## config.mk

```make
export PLATFORM = sky130hd
export DESIGN_NAME = usart_rx_deframer
export DESIGN_NICKNAME = d
export VERILOG_FILES = /design/src/rtl/usart_rx_deframer.sv
export SDC_FILE = /design/constraint.sdc
export NUM_CORES = 1
export LEC_CHECK = 0
export CORE_MARGIN = 2
export CORE_UTILIZATION = 30
export DETAILED_ROUTE_END_ITERATION = 6
export PLACE_DENSITY = 0.57
export SKIP_CTS_REPAIR_TIMING = 1
export SLEW_MARGIN = 20
export SYNTH_ARGS = -nofsm -noshare
export SYNTH_HDL_FRONTEND = slang
export SYNTH_SLANG_ARGS = --single-unit
```

## constraint.sdc

```tcl
create_clock -name CLK -period 5.08 [get_ports CLK]
set_input_delay 1.016 -clock CLK [delete_from_list [all_inputs] [get_ports CLK]]
set_output_delay 1.016 -clock CLK [all_outputs]
set_load 0.01 [all_outputs]
```

## src/rtl/usart_rx_deframer.sv

```systemverilog
// Serial receiver: start, 8 data bits LSB-first, parity, stop; byte out on transfer/rx_ack.
// Optional break detector output break_det when USART_RX_BREAK_DET_EN is defined.
module usart_rx_deframer #(
  parameter int CLKS_PER_BIT = 16,
  parameter bit PARITY_ODD   = 1'b0
) (
  input  logic       CLK,
  input  logic       CLR,
  input  logic       rxd,
  output logic [7:0] rx_data,
  output logic       transfer,
  input  logic       rx_ack,
  output logic       parity_err,
  output logic       frame_err,
  output logic       overrun,
  output logic       busy
`ifdef USART_RX_BREAK_DET_EN
  ,
  output logic       break_det
`endif
);

  localparam int CW = $clog2(CLKS_PER_BIT);
  localparam logic [CW-1:0] HALF_M1 = CW'(CLKS_PER_BIT / 2 - 1);
  localparam logic [CW-1:0] FULL_M1 = CW'(CLKS_PER_BIT - 1);

  typedef enum logic [2:0] {IDLE, START, DATA, PARITY, STOP} state_t;

  state_t          state, state_nxt;
  logic            sync1, sync2, sync3;
  logic [CW-1:0]   cnt;
  logic [2:0]      bit_cnt;
  logic [7:0]      shreg;
  logic            par_bit;
  logic            cnt_clr, shift_en, par_en, done;
  logic            perr_new, ferr_new, is_break, deliver;

  // sync3 is the previous synchronised sample, used only for falling-edge detection
  always_ff @(posedge CLK or negedge CLR) begin
    if (!CLR) begin
      sync1 <= 1'b1;
      sync2 <= 1'b1;
      sync3 <= 1'b1;
    end else begin
      sync1 <= rxd;
      sync2 <= sync1;
      sync3 <= sync2;
    end
  end

  always_ff @(posedge CLK or negedge CLR) begin
    if (!CLR) state <= IDLE;
    else      state <= state_nxt;
  end

  always_comb begin
    state_nxt = state;
    cnt_clr   = 1'b0;
    shift_en  = 1'b0;
    par_en    = 1'b0;
    done      = 1'b0;
    case (state)
      IDLE: begin
        if (sync3 && !sync2) begin
          state_nxt = START;
          cnt_clr   = 1'b1;
        end
      end
      START: begin
        if (cnt == HALF_M1) begin
          cnt_clr   = 1'b1;
          state_nxt = sync2 ? IDLE : DATA;
        end
      end
      DATA: begin
        if (cnt == FULL_M1) begin
          cnt_clr  = 1'b1;
          shift_en = 1'b1;
          if (bit_cnt == 3'd7) state_nxt = PARITY;
        end
      end
      PARITY: begin
        if (cnt == FULL_M1) begin
          cnt_clr   = 1'b1;
          par_en    = 1'b1;
          state_nxt = STOP;
        end
      end
      STOP: begin
        if (cnt == FULL_M1) begin
          cnt_clr   = 1'b1;
          done      = 1'b1;
          state_nxt = IDLE;
        end
      end
      default: state_nxt = IDLE;
    endcase
  end

  always_ff @(posedge CLK or negedge CLR) begin
    if (!CLR) begin
      cnt     <= '0;
      bit_cnt <= 3'd0;
      shreg   <= 8'h00;
      par_bit <= 1'b0;
    end else begin
      cnt <= (cnt_clr || state == IDLE) ? '0 : cnt + CW'(1);
      if (state == IDLE) bit_cnt <= 3'd0;
      else if (shift_en) bit_cnt <= bit_cnt + 3'd1;
      if (shift_en) shreg <= {sync2, shreg[7:1]};
      if (par_en) par_bit <= sync2;
    end
  end

  assign perr_new = ^shreg ^ par_bit ^ PARITY_ODD;
  assign ferr_new = ~sync2;
`ifdef USART_RX_BREAK_DET_EN
  assign is_break = done && (shreg == 8'h00) && !par_bit && !sync2;
`else
  assign is_break = 1'b0;
`endif
  assign deliver = done && !is_break;
  assign busy    = (state != IDLE);

  // A completion landing on the ack cycle replaces the byte, so transfer stays high
  always_ff @(posedge CLK or negedge CLR) begin
    if (!CLR) begin
      rx_data    <= 8'h00;
      transfer   <= 1'b0;
      parity_err <= 1'b0;
      frame_err  <= 1'b0;
      overrun    <= 1'b0;
    end else if (deliver && (!transfer || rx_ack)) begin
      rx_data    <= shreg;
      parity_err <= perr_new;
      frame_err  <= ferr_new;
      transfer   <= 1'b1;
    end else begin
      if (deliver) overrun <= 1'b1;
      if (transfer && rx_ack) transfer <= 1'b0;
    end
  end

`ifdef USART_RX_BREAK_DET_EN
  localparam int HW = $clog2(CLKS_PER_BIT + 1);
  logic [HW-1:0] high_cnt;

  always_ff @(posedge CLK or negedge CLR) begin
    if (!CLR) begin
      high_cnt  <= '0;
      break_det <= 1'b0;
    end else begin
      if (!sync2) high_cnt <= '0;
      else if (high_cnt != HW'(CLKS_PER_BIT)) high_cnt <= high_cnt + HW'(1);
      if (is_break) break_det <= 1'b1;
      else if (high_cnt == HW'(CLKS_PER_BIT)) break_det <= 1'b0;
    end
  end
`endif

endmodule

```

==> flow_summary_export.csv <==
group,metric,value,unit
worst_setup_path,timing.rr.end,"rx_data[2]",
place,io_buffer_count,16,
timing,fin_crit_sh,54.1,%
place,dp_slack,2.35,ns
worst_setup_path,ff2ff_setup_slack,3.14,ns
hold_path,min_to,"sync2",
logic_synthesis,yosys.area.top_type,"dfrtp_1",
timing,worst_pin_slew,0.629,ns
worst_setup_path,slowest_stage,"clkdlybuf4s50_1",
clock_network,cts_root_buf,"clkbuf_8",
clock_network,h-tree-depth,2,
routing,dr_total_vias,935,
logic_synthesis,syn_area,1520,sq um
clock_network,cts_buffers,5,
timing,max_slew_margin,58.0,%
worst_setup_path,cp_top_family,"buffers and inverters",
die,core,4790,sq um
timing,grt_setup_unrepaired,"no",
clock_network,clk_path_buf_depth,2,
worst_setup_path,worst_setup_path_start_kind,"flip-flop",
place,dpl_cell_area,1720,sq um
logic_synthesis,synth_cell_types,34,
worst_setup_path,crit_path_cell_trace,"or3_1 > clkdlybuf4s50_1",
clock_network,clock_latency,0.28,ns
die,start_util,31.7,%
global_route,antenna_found_initial,0,
timing,maxSlewViolCount,0,
layout,multi_input_area,599,sq um
logic_synthesis,synth_warnings,0,
layout,seq_area,855,sq um
worst_setup_path,end_kind,"primary output",
hold_path,min_delay_path_depth,0,
routing,drt_pass1_iterations,4,
timing,max_freq,364,MHz
logic_synthesis,synth-main-ff-cell,"dfrtp_1",
power,seqPwrFrac,53.4,%
worst_setup_path,path_max_fanout,11,
global_route,grt_pass1_wl,4.25,mm
timing,hold_viol,0,
power,swShare,26.8,%
layout,area_growth,19.3,%
run,maxCapViolCount,0,
routing,totalWireLength,2.50,mm
global_route,grt-ovfl-total,0,
power,comb_power_share,13.7,%
power,vdd_drop_max,0.117,mV
routing,wl_per_cell,12.5,microns
worst_setup_path,critPathRequiredTime,4.06,ns
global_route,grt_pass1_vias,891,
global_route,grt_max_degree,35,
timing,clock_skew,0.00640,ns
layout,drive_above_1_share,24.8,%
routing,ant_nets,0,
clock_network,cts_tree,"yes",
die,die-area,5640,sq um
outcome,outcome,"finished clean",
layout,utilization,37.8,%
timing,setup_slack,2.33,ns
logic_synthesis,syn-num-nets,121,
clock_network,clock_sinks,34,
timing,setup_viol,0,
place,place.gp.congestion,0.806,
logic_synthesis,syn_avg_cell_area,13.3,sq um
layout,postLayoutCellArea,1810,sq um
worst_setup_path,reg2reg_from,"cnt[0]",
place,dpl.hpwl,1.81,mm
routing,viasPerCell,4.68,
die,io_pins,17,
layout,nets,139,
logic_synthesis,ys_seq_area_share,56.4,%
worst_setup_path,timing.critical_path.slowest_cell_delay,0.50,ns
timing,tns,0,ns
logic_synthesis,async_reset_ff_share,100,%
power,p_per_area,334,nW/um^2
logic_synthesis,synth-seq-cells,34,
die,die_h,75.1,microns
power,p_sw,0.000162,W
logic_synthesis,synth_top_area_share,51.2,%
routing,drtIter0Drc,32,
routing,drc,0,
power,clkPwrFrac,32.9,%
hold_path,hp-start,"sync1",
worst_setup_path,ff2ff_path_depth,4,
hold_path,hp-class,"reg2reg",
power,internal-power,0.000442,W
die,row_count,25,
die,dieWidth,75.1,microns
layout,final_common_cell,"dfrtp_1",
layout,fill_cells,462,
clock_network,clk_pin_slew_worst_paths,0.07,ns
layout,n_antenna_cell,0,
logic_synthesis,syn_inst,114,
global_route,grt_use_total,10.3,%
worst_setup_path,cp.arrival,1.73,ns
logic_synthesis,synthTopCellsByArea,"dfrtp_1, mux2_2, mux2_4, dfstp_2, xnor2_1",
timing,period_minus_slack,2.75,ns
layout,most-common-layout-cells,"dfrtp_1, clkdlybuf4s50_1, mux2_2",
power,p_leak,0.836,nW
worst_setup_path,worst-path-buf-inv,1,
logic_synthesis,synth_edf_count,0,
worst_setup_path,path_class,"reg2out",
-- worst reg2reg max path, delay by kind of cell (launching register included) --
kind	cells	cell delay, ns
multiplexers	1	0.46
adder cells (fa/ha/maj)	1	0.27
flip-flops	1	0.37
AND/OR/NAND/NOR	2	0.74
-- metrics by stage --
stage	hold slack (ns)	std cells	total power [W]
6_report	0.368	200	0.000604
5_1_grt	0.374	200	0.000640
4_1_cts	0.365	200	0.000614
3_5_place_dp	0.351	192	0.000411
3_3_place_gp	0.346	192	0.000403
2_1_floorplan	0.345	114	0.000381
-- cell families after synthesis --
kind of cell	count (synthesis)	share of synthesized area, %
flops	34	56.4
simple gates	31	12.0
mux	17	14.1
compound gates	10	4.29
xor+xnor	10	6.69
buf+inv	9	4.05
fa+ha+maj	3	2.48
-- power groups by stage --
stage          Clock [W]  Combinational [W]  Sequential (W)
2_1_floorplan          0          0.0000721        0.000308
3_3_place_gp           0          0.0000795        0.000324
3_5_place_dp           0          0.0000840        0.000327
4_1_cts         0.000207          0.0000844        0.000322
5_1_grt         0.000219          0.0000951        0.000326
6_report        0.000199          0.0000826        0.000323
-- Yosys cell counts (2+ instances only) --
cell type and number:
dfrtp_1 31, mux2_2 11, mux2_4 6, xnor2_1 6, nand2_1 5, nand3_1 5, nor4_1 4, o21ai_0 4
buf_2 3, dfstp_2 3, ha_1 3, inv_1 3, nor2_1 3, xor2_1 3, a31oi_1 2, nand2b_1 2
nand4b_1 2, or3_1 2
-- area by class of cell --
| cell class | instances | share of cell area [%] |
|---|---|---|
| Sequential cell | 34 | 47.3 |
| Clock inverter | 1 | 0.277 |
| Timing Repair Buffer | 17 | 9.27 |
| Tap cell | 67 | 4.64 |
| Clock buffer | 7 | 4.78 |
| Multi-Input combinational cell | 71 | 33.1 |
| Inverter | 3 | 0.623 |
-- layer usage --
layer  global-route usage (%)  wire, microns  up-vias
met4                     4.17             33        0
met5                        0              0        -
met1                     12.2           1090      474
met2                     16.4           1250       23
met3                     4.28            132        4
li1                         -              -      434
-- flip-flops by register name, summed over array words and instances (netlist names) --
register / cells
bit_cnt: 3
cnt: 4
frame_err: 1
overrun: 1
par_bit: 1
parity_err: 1
rx_data: 8
shreg: 8
state: 3
sync1: 1
sync2: 1
sync3: 1
transfer: 1
-- worst max path at each step --
stage	startpoint	end	slack, ns	cells after the start
finish	state[0]	busy	2.33	2
global route	state[0]	busy	2.26	2
CTS	state[0]	busy	2.32	2
detailed placement	rx_ack	rx_data[2]	2.35	4
global placement	rx_ack	rx_data[6]	2.36	4
floorplan	state[0]	busy	3.08	2
Power figures use the tool's default switching activity.
